`src/rtl/calendar_gen.sv`:
```
// rtl/calendar_gen.sv - BCD YYYYMMDD date keeper with day rollover, manual increment and validated load.
// Define CAL_WEEKDAY_EN to add the weekday counter; otherwise weekday is tied to zero.
module calendar_gen #(
  parameter int YEAR_MIN     = 2000,
  parameter int YEAR_MAX     = 2099,
  parameter int INIT_YEAR    = 2025,
  parameter int INIT_MONTH   = 1,
  parameter int INIT_DAY     = 1,
  parameter int INIT_WEEKDAY = 3
) (
  input  logic        Clk,
  input  logic        Reset_n,
  input  logic        full_flag,
  input  logic [2:0]  cnt_inc,
  input  logic        load_en,
  input  logic [31:0] load_data,
  output logic [31:0] Data,
  output logic [2:0]  weekday,
  output logic        year_wrap,
  output logic        load_err
);

  function automatic logic [15:0] to_bcd16(input int v);
    return {4'(v / 1000 % 10), 4'(v / 100 % 10), 4'(v / 10 % 10), 4'(v % 10)};
  endfunction

  function automatic logic [7:0] to_bcd8(input int v);
    return {4'(v / 10 % 10), 4'(v % 10)};
  endfunction

  localparam logic [15:0] YMIN_BCD   = to_bcd16(YEAR_MIN);
  localparam logic [15:0] YMAX_BCD   = to_bcd16(YEAR_MAX);
  localparam logic [15:0] INIT_Y_BCD = to_bcd16(INIT_YEAR);
  localparam logic [7:0]  INIT_M_BCD = to_bcd8(INIT_MONTH);
  localparam logic [7:0]  INIT_D_BCD = to_bcd8(INIT_DAY);

  // Two-digit BCD value divisible by 4: even tens need ones 0/4/8, odd tens need 2/6.
  function automatic logic div4(input logic [7:0] b);
    if (b[4]) return (b[3:0] == 4'd2) || (b[3:0] == 4'd6);
    return (b[3:0] == 4'd0) || (b[3:0] == 4'd4) || (b[3:0] == 4'd8);
  endfunction

  function automatic logic is_leap(input logic [15:0] y);
    return (y[7:0] == 8'h00) ? div4(y[15:8]) : div4(y[7:0]);
  endfunction

  function automatic logic [7:0] month_len(input logic [7:0] m, input logic leap);
    case (m)
      8'h02:                      return leap ? 8'h29 : 8'h28;
      8'h04, 8'h06, 8'h09, 8'h11: return 8'h30;
      default:                    return 8'h31;
    endcase
  endfunction

  function automatic logic [7:0] bcd_inc8(input logic [7:0] b);
    return (b[3:0] == 4'd9) ? {b[7:4] + 4'd1, 4'd0} : {b[7:4], b[3:0] + 4'd1};
  endfunction

  function automatic logic [15:0] bcd_inc16(input logic [15:0] y);
    logic [15:0] r;
    logic        c;
    r = y;
    c = 1'b1;
    for (int i = 0; i < 4; i++) begin
      if (c) begin
        if (r[4*i +: 4] == 4'd9) r[4*i +: 4] = 4'd0;
        else begin
          r[4*i +: 4] = r[4*i +: 4] + 4'd1;
          c = 1'b0;
        end
      end
    end
    return r;
  endfunction

  function automatic logic digits_ok(input logic [31:0] v);
    logic ok;
    ok = 1'b1;
    for (int i = 0; i < 8; i++) if (v[4*i +: 4] > 4'd9) ok = 1'b0;
    return ok;
  endfunction

  function automatic logic [7:0] clamp(input logic [7:0] d, input logic [7:0] len);
    return (d > len) ? len : d;
  endfunction

  logic [15:0] year_q, year_d;
  logic [7:0]  month_q, month_d, day_q, day_d;
  logic        wrap_q, wrap_d, err_q, err_d;
  logic        ff_prev_q;
  logic [2:0]  inc_prev_q;
  logic        day_ev, ld_ok;
  logic [2:0]  inc_ev;
  logic [7:0]  cur_len;

  assign day_ev  = full_flag & ~ff_prev_q;
  assign inc_ev  = cnt_inc & ~inc_prev_q;
  assign cur_len = month_len(month_q, is_leap(year_q));

  // BCD compares are numeric once every digit is known to be 0..9.
  assign ld_ok = digits_ok(load_data)
              && (load_data[31:16] >= YMIN_BCD) && (load_data[31:16] <= YMAX_BCD)
              && (load_data[15:8] >= 8'h01) && (load_data[15:8] <= 8'h12)
              && (load_data[7:0] >= 8'h01)
              && (load_data[7:0] <= month_len(load_data[15:8], is_leap(load_data[31:16])));

  always_comb begin
    year_d  = year_q;
    month_d = month_q;
    day_d   = day_q;
    wrap_d  = 1'b0;
    err_d   = 1'b0;
    if (load_en) begin
      if (ld_ok) {year_d, month_d, day_d} = load_data;
      else       err_d = 1'b1;
    end else if (day_ev) begin
      if (day_q < cur_len) day_d = bcd_inc8(day_q);
      else begin
        day_d = 8'h01;
        if (month_q != 8'h12) month_d = bcd_inc8(month_q);
        else begin
          month_d = 8'h01;
          if (year_q == YMAX_BCD) begin
            year_d = YMIN_BCD;
            wrap_d = 1'b1;
          end else year_d = bcd_inc16(year_q);
        end
      end
    end else if (inc_ev[2]) begin
      year_d = (year_q == YMAX_BCD) ? YMIN_BCD : bcd_inc16(year_q);
      day_d  = clamp(day_q, month_len(month_q, is_leap(year_d)));
    end else if (inc_ev[1]) begin
      month_d = (month_q == 8'h12) ? 8'h01 : bcd_inc8(month_q);
      day_d   = clamp(day_q, month_len(month_d, is_leap(year_q)));
    end else if (inc_ev[0]) begin
      day_d = (day_q >= cur_len) ? 8'h01 : bcd_inc8(day_q);
    end
  end

  always_ff @(posedge Clk or negedge Reset_n) begin
    if (!Reset_n) begin
      year_q     <= INIT_Y_BCD;
      month_q    <= INIT_M_BCD;
      day_q      <= INIT_D_BCD;
      wrap_q     <= 1'b0;
      err_q      <= 1'b0;
      ff_prev_q  <= 1'b0;
      inc_prev_q <= 3'b000;
    end else begin
      year_q     <= year_d;
      month_q    <= month_d;
      day_q      <= day_d;
      wrap_q     <= wrap_d;
      err_q      <= err_d;
      ff_prev_q  <= full_flag;
      inc_prev_q <= cnt_inc;
    end
  end

  assign Data      = {year_q, month_q, day_q};
  assign year_wrap = wrap_q;
  assign load_err  = err_q;

`ifdef CAL_WEEKDAY_EN
  // Sakamoto form; +400 years keeps the year positive without changing the weekday.
  function automatic logic [2:0] weekday_of(input logic [15:0] y, input logic [7:0] m,
                                            input logic [7:0] d);
    int yy, mm, dd, t;
    yy = 1000 * y[15:12] + 100 * y[11:8] + 10 * y[7:4] + y[3:0] + 400;
    mm = 10 * m[7:4] + m[3:0];
    dd = 10 * d[7:4] + d[3:0];
    if (mm < 3) yy = yy - 1;
    case (mm)
      2, 6:   t = 3;
      3, 11:  t = 2;
      4, 7:   t = 5;
      8:      t = 1;
      9, 12:  t = 4;
      10:     t = 6;
      default: t = 0;
    endcase
    return 3'((yy + yy / 4 - yy / 100 + yy / 400 + t + dd) % 7);
  endfunction

  logic [2:0] wd_q, wd_d;

  always_comb begin
    wd_d = wd_q;
    if (load_en) begin
      if (ld_ok) wd_d = weekday_of(year_d, month_d, day_d);
    end else if (day_ev) begin
      wd_d = (wd_q == 3'd6) ? 3'd0 : wd_q + 3'd1;
    end else if (|inc_ev) begin
      wd_d = weekday_of(year_d, month_d, day_d);
    end
  end

  always_ff @(posedge Clk or negedge Reset_n) begin
    if (!Reset_n) wd_q <= 3'(INIT_WEEKDAY);
    else          wd_q <= wd_d;
  end

  assign weekday = wd_q;
`else
  assign weekday = 3'(INIT_WEEKDAY) & 3'd0;
`endif

endmodule

```
`config.mk`:
```
export PLATFORM = sky130hd
export DESIGN_NAME = calendar_gen
export DESIGN_NICKNAME = d
export VERILOG_FILES = /design/src/rtl/calendar_gen.sv
export SDC_FILE = /design/constraint.sdc
export NUM_CORES = 1
export LEC_CHECK = 0
export BUFFER_PORTS_ARGS = -buffer_cell sky130_fd_sc_hd__buf_2
export CORE_ASPECT_RATIO = 2
export CORE_MARGIN = 2
export CORE_UTILIZATION = 25
export DETAILED_ROUTE_END_ITERATION = 16
export GPL_TIMING_DRIVEN = 0
export HOLD_SLACK_MARGIN = 0.12
export SLEW_MARGIN = 20
export SYNTH_ARGS = -nofsm -noshare
export SYNTH_HDL_FRONTEND = slang
export SYNTH_SLANG_ARGS = --single-unit
```
`constraint.sdc`:
```
create_clock -name Clk -period 5.21 [get_ports Clk]
set_clock_uncertainty 0.1 [all_clocks]
set_input_delay 0 -clock Clk [delete_from_list [all_inputs] [get_ports Clk]]
set_output_delay 0 -clock Clk [all_outputs]
set_load 0.05 [all_outputs]
```
==> results of run 1 <==
==> cells by family (layout without fill, tap and decap cells) <==
logic type                 count (synthesis)  count (layout)  share of synthesized area, %
adders and majority gates                 19              19                          6.24
other                                      1               3                        0.0985
muxes                                     11              11                          3.45
xor gates and xnor gates                   2               2                         0.460
DFF                                       38              38                          25.2
buffers and inverters                     57             168                          6.51
and+or+nand+nor                          196             196                          28.6
AOI/OAI and AO/OA                        153             153                          29.5
==> worst max-delay path, cell delays in order (launching register included) <==
cell and delay, ps:
dfrtp_1 430, clkbuf_1 240, inv_1 190, ha_1 160, or4b_2 610, a211oi_1 310
a211oi_1 140, nor2_1 180, nor2_1 60, nor2_1 130, ha_1 160, or3b_1 340
a22o_1 270, nor2_1 230, o2bb2ai_1 390, or2_1 180, buf_2 250, mux2_4 320
==> final cells by class <==
class,instances,area (µm²)
fill,1620,9990
multi-input combinational,384,2610
sequential,38,958
timing repair buffer,103,676
tap,195,244
buffer,36,169
clock buffer,7,143
inverter,21,78.8
clock inverter,1,30.0
==> cell usage in the layout (no fill, tap or decap), types with 10 or more instances in the layout <==
| cell | n |
|---|---|
| nor2_1 | 33 |
| clkbuf_1 | 24 |
| o21ai_0 | 34 |
| nand3_1 | 15 |
| buf_2 | 77 |
| nor3_1 | 15 |
| nand2_1 | 41 |
| ha_1 | 19 |
| inv_1 | 20 |
| nand4_1 | 10 |
| dfrtp_1 | 32 |
| nand2b_1 | 11 |
| dlygate4sd3_1 | 32 |
| o211ai_1 | 12 |
| a21oi_1 | 22 |
==> sequential cells by signal, summed over array words and instances (netlist names) <==
signal / count
day_q: 8
ff_prev_q: 1
inc_prev_q: 3
load_err: 1
month_q: 8
year_q: 16
year_wrap: 1
==> metrics by stage <==
stage / setup slack [ps] / std cells / utilization, %
2_1_floorplan: 1020 / 479 / -
3_3_place_gp: 515 / 745 / 29.6
5_1_grt: 113 / 785 / 32.9
3_5_place_dp: 523 / 745 / 29.6
6_report: 413 / 785 / 32.9
4_1_cts: 503 / 785 / 32.9
==> layer usage <==
| layer | GRT usage [%] | vias to the layer above |
|---|---|---|
| met5 | 0 | - |
| met4 | 16.5 | 0 |
| met3 | 1.65 | 71 |
| met2 | 33.5 | 164 |
| met1 | 17.4 | 2123 |
| li1 | - | 2033 |
==> worst max path at each step <==
stage	startpoint	to	slack [ps]
after detailed placement	year_q[4]	month_q[1]	520
after global placement	year_q[4]	year_q[3]	520
final	year_q[4]	month_q[3]	410
after CTS	year_q[4]	month_q[3]	500
after global routing	year_q[4]	day_q[3]	110
after floorplan	year_q[4]	year_q[11]	1020
==> power breakdown <==
part	internal [mW]	switching (mW)
Combinational	0.318	0.621
Sequential	0.364	0.101
Clock	0.240	0.136
Total	0.921	0.858
==> flow_results.org, run 1 <==
** Power and ir drop
- Across the VDD grid, the largest voltage drop is about 0.17 mV.
- Leakage power total :: 2.06 nW
- Pwr Density :: 363 mW/mm²
- Final total power :: ~1.8 mW

** Cells and area
- Ratio of cells with drive above 1 in the final layout :: 21.0%
- Diode insertion count for antenna repair :: 0
- The finished cells cover just under 0.005 mm².
- Count of nets after finishing :: 647
- Syn-to-layout area delta :: 28.9%

** Worst setup path
- Crit path DAT :: between 4000 and 5000 ps
- In this run the worst path has a maximum fanout of 10.
- Crit path kind :: flip-flop to flip-flop
- The worst register-to-register path begins at year_q[4].
- Critical path capture point type :: flip-flop
- The worst register-to-register path has a setup slack of ~410 ps.
- Number of cell instances on the worst register-to-register path :: 17
- Required time of the critical path :: 5290 ps
- The endpoint identified for the worst register-to-register timing path is month_q[3].
- Type of element launching the critical path :: flip-flop

** Yosys
- Area share of the leading cell type in the synthesized netlist :: about a fifth
- Sequential-to-total area share from yosys stat :: about a quarter
- Ranked by instance count, the synthesized netlist is headed by nand2_1, o21ai_0, nor2_1.
- Count of cell types in the netlist :: just over 80
- Cell area after synthesis :: roughly 0.0038 mm²
- Flip-flop and latch count after synthesis :: 38
- Cells taking the most area after synthesis :: dfrtp_1, ha_1, o21ai_0
- Gate count of the mapped netlist :: around 480
- Ys flop type :: dfrtp_1
- Of all cell types, the one taking the most synthesized area is dfrtp_1.
- Number of synthesized flops with an enable pin :: 0
- Ys Warns :: 0
- Count leader, synth :: nand2_1
- Per-instance average area after synthesis :: 7.98 µm²
- Fraction of registers with async set or reset after synthesis :: 100%

** Drt
- After detailed routing, the number of vias per cell comes to 5.59.
- The detail route stage leaves a number of antenna-violating nets equal to 0.
- For this block, the routed nets add up to 14.9 mm of wire.
- In the routed design, unresolved DRC markers number 0.
- Wire segments on met3 add up to 551 µm in the final route.
- The routed design uses ~8 mm of met2 wire.
- For this run, the detailed router's first-pass iteration total came to 5.
- Metal1 wirelength :: roughly 5.1 mm
- For this block, the via count after detailed routing is between 4000 and 5000.
- In the final routed layout, each cell accounts on average for about 19 µm.
- Starting DRT DRC Count :: roughly 330
- Signal routing reaches up to met4.

** Min path
- Worst Hold Launch :: load_data[0]
- For hold timing, the worst endpoint is day_q[0].
- The path class of the tightest hold or removal check is input port to flip-flop.
- The worst hold path passes through 5 cells.

** Clock tree
- Counting the buffers created by CTS gives 5.
- In this run the clock root is driven by a clkbuf_16.
- PostCTS Resize Cnt :: 0
- Number of H-tree levels :: 2
- Deepest clock path buffer count :: 2
- Clock tree synthesis found a total of 38 sinks.
- The clock reaches the later pin of the worst-skew pair after between 200 and 300 ps.
- Setup Fix Bufs, Post-CTS :: 0
- Clock tree from TritonCTS :: done
- Clk pin slew, worst setup/hold paths :: ~60 ps
- Total of hold buffers inserted after clock tree synthesis :: 32

** Timing
- Setup violations remaining at the end of the flow were counted as 0.
- For the pin with the worst max-slew slack, the measured transition is 961 ps.
- Min Hold Slack :: 248 ps
- Final Slew Violations :: 0
- Setup repair after global routing missed its margin :: false
- In the finished design, the share of the clock period the worst path needs comes to around 92%.
- Measured against its own limit, the worst slew margin works out to 35.4%.
- The final-report hold violation count came to 0.
- Static timing analysis puts the maximum clock frequency at between 200 and 250 MHz.
- Minimum period implied by the final worst setup slack :: between 4000 and 5000 ps
- Summed over all failing endpoints, the final setup total negative slack is 0 ps.

** Global route
- Pin count of the biggest net entering global routing :: 39
- Antenna violations before repair :: 0
- Across every metal layer, demand over resource in global routing totals between 10% and 20%.
- The first global-routing pass estimated roughly 23 mm of wire.
- The via count of the first global-routing pass is 4379.
- GRT overflow :: 0

** Floorplanning
- The floorplan step defined a core boundary enclosing 0.0149 mm².
- Measured along the y axis, the die boundary spans 179 µm.
- Pin placement for this block handled 76 I/O pins.
- Total die area :: 0.0163 mm²
- Overall die width :: ~90 µm
- FP Rows :: 63
- The initial utilization of the core area, before any placement, comes to around a quarter.

** Placed design
- Placer's final routability congestion estimate :: approximately 0.86
- Detailed placement ended at an HPWL of ~12 mm.
- Post-place instance area :: approximately 0.0044 mm²
- Port Buffer Count :: between 70 and 80

** Status
- The flow ran to the end, and the final reports show no timing, DRC or antenna violations.

** Run
- Max cap viols :: 0
Note: power is estimated with default switching activity, not from simulation.
==> inputs of run 2 (changes only) <==
Settings changed: CELL_PAD_IN_SITES_DETAIL_PLACEMENT set to 1, CELL_PAD_IN_SITES_GLOBAL_PLACEMENT set to 1, PLACE_DENSITY set to 0.61.
==> flow_results.org, run 2 (same netlist as run 1, synthesis figures left out) <==
** Status
- Run status :: completed

** Timing
- Final Slew Violations :: 0
- Timing would allow up to about 210 MHz.
- Worst max-slew margin expressed relative to the limit :: between 30% and 40%
- Setup violations remaining at the end of the flow were counted as 0.
- The worst path uses 91.8% of the clock period.
- Setup total negative slack on the finished layout was measured at 0 ps.
- Setup repair after global routing missed its margin :: false
- Actual transition at the worst max-transition pin :: ~1000 ps
- The final-report hold violation count came to 0.
- Min Hold Slack :: approximately 120 ps
- Minimum period implied by the final worst setup slack :: 4780 ps

** Drt
- Detailed Routing Iterations Pass 1 :: 4
- Final routed wirelength across all metal layers :: around 16 mm
- Remaining DRCs :: 0
- Starting DRT DRC Count :: about 170
- Once detail routing completed, the nets flagged for antenna violations numbered 0.
- Detailed routing inserted a total of between 4000 and 5000 vias.
- Using the TritonRoute via totals, the vias-per-cell ratio works out to 5.55.
- Dividing the detail-routed wire length by the instance count gives ~21 µm.

** Worst setup path
- CP peak stage delay :: 620 ps
- By instance count, the cell type seen most on the critical path is nor2_1.
- Highest-delay cell along the critical path :: or4b_2
- Maximum net fanout on the critical path :: 10
- WP buf/inv :: 2
- The worst setup path is captured at a flip-flop.
- STA puts the critical path data required time at between 5000 and 6000 ps.
- Top delay family on crit path :: simple AND/OR/NAND/NOR gates
- The critical path is of the flip-flop to flip-flop type.
- Data on the critical path arrives at its endpoint at 4860 ps.
- Walking the worst path, the cells encountered are clkbuf_1 > inv_1 > ha_1 > or4b_2 > a211oi_1 > a211oi_1 > nor2_1 > nor2_1 > nor2_1 > ha_1 > or3b_1 > a22o_1 > or2_1 > a31oi_1 > a21oi_1 > mux2_2.
- Type of element launching the critical path :: flip-flop

** Power and ir drop
- Leakage power total :: 2.05 nW
- The worst-case IR drop observed on VDD is around 0.19 mV.
- Final total power :: about 1.8 mW
- Pwr Density :: between 300 and 400 mW/mm²

** Global route
- The initial antenna violation count was 0.
- Entering global routing, the biggest net connects 39 pins.
- The first global-routing pass estimated roughly 26 mm of wire.
- GRT overflow :: 0
- The via count of the first global-routing pass came to roughly 4700.
- For this run, the total global-route usage over all layers was measured as 20.3%.

** Floorplanning
- FP Rows :: 63
- Initial Utilization :: about 26%
- Overall die width :: a little over 90 µm
- Die height :: approximately 180 µm
- The floorplan step defined a die boundary enclosing around 0.016 mm².
- Core area :: about 0.015 mm²
- During I/O placement, the number of pins put on the boundary was 76.

** Cells and area
- The largest registers in the layout are year_q x16, day_q x8, month_q x8.
- The register with the most flip-flops in the layout has 16 of them.
- Count of non-filler cells in the finished layout :: slightly below 800
- Of the cells placed in the final design, the portion with a size suffix greater than 1 is 21.4%.
- The finished cells cover about 0.0049 mm².
- year_q holds more flip-flops than any other register.
- After the last flow step, the layout net total stands at 645.
- Diode insertion count for antenna repair :: 0
- Syn-to-layout area delta :: 28.0%
- Commonest non-fill, non-tap cells in the layout :: buf_2, nand2_1, o21ai_0, nor2_1, dfrtp_1
- The library cell used most frequently in the layout, excluding fill and tap cells, is buf_2.

** Clock tree
- Buffers added to address setup during post-CTS repair amount to 0.
- Clock insertion delay at the later pin of the skew report :: about 300 ps
- The H-tree generated during clock tree synthesis spans 2 levels.
- The cell sitting at the root of the clock tree is a clkbuf_16.
- PostCTS Resize Cnt :: 0
- Deepest clock path buffer count :: 2
- Counting the buffers created by CTS gives 5.
- TritonCTS built the clock tree.
- Clk pin slew, worst setup/hold paths :: 60 ps
- Clk sink count :: 38
- Total of hold buffers inserted after clock tree synthesis :: 30

** Run
- Max cap viols :: 0

** Min path
- Tightest Hold Check Type :: input port to flip-flop

** Placed design
- At the end of routability-driven placement, the weighted congestion stood at slightly above 0.9.
- The placed instances occupy a cell area of roughly 0.0044 mm².
- HPWL after detailed placement :: about 13 mm
- After detailed placement, the design holds a cell count of 745.
- Port Buffer Count :: 71
[run 2: cell count changes in the layout (fill, tap and decap cells not counted), sizes merged]
cell         change
dlygate4sd3      -2
bufinv           -1
clkbuf           -1
clkinv           +1
clkinvlp         +1
[run 2: metal layers]
layer  share of wire [%]  vias up  track usage (%)
li1                    -     2027                -
met4                 4.9        0             12.3
met5                   0        -                0
met2                  56      118             39.4
met1                  36     2157             20.6
met3                 3.1       43             1.69
[run 2: stage by stage]
| stage | setup slack [ps] | utilization [%] |
|---|---|---|
| after floorplan | 1020 | - |
| after global placement | 450 | 29.6 |
| after detailed placement | 343 | 29.6 |
| after CTS | 338 | 32.7 |
| after global routing | 130 | 32.7 |
| final | 430 | 32.7 |
[run 2: worst paths after layout]
path                                from    endpoint  slack [ps]  cells after the start
min reg2reg                     day_q[7]    day_q[7]         430                      1
min                        load_data[11]  month_q[3]         120                      4
max                            year_q[4]   year_q[3]         430                     16
max reg2reg                    year_q[4]   year_q[3]         430                     16
min in group asynchronous        Reset_n   year_q[9]         310                      2
max in group asynchronous        Reset_n    load_err        4070                      2
[run 2: area by class of cell]
cell class | count | area (µm²)
fillers | 1814 | 10000
multi-input cells | 384 | 2620
clock buffers | 6 | 139
clock inverters | 2 | 12.5
inverters | 21 | 78.8
plain buffers | 36 | 169
well taps | 195 | 244
flip-flops and latches | 38 | 958
repair buffers | 101 | 656
[run 2: worst register-to-register path, cell delays in order, from the launching register on]
cell and delay, ps:
dfrtp_1 410, clkbuf_1 240, inv_1 210, ha_1 160, or4b_2 620, a211oi_1 240, a211oi_1 110, nor2_1 120
nor2_1 50, nor2_1 200, ha_1 200, or3b_1 340, a22o_1 270, or2_1 230, a31oi_1 560, a21oi_1 280
mux2_2 320
[run 2: power by group]
part / total, mW / switching, mW / leakage (nW) / internal [mW]
Combinational: 0.957 / 0.637 / 1.51 / 0.319
Clock: 0.335 / 0.144 / 0.0729 / 0.190
Sequential: 0.466 / 0.102 / 0.460 / 0.364
Total: 1.76 / 0.884 / 2.05 / 0.873
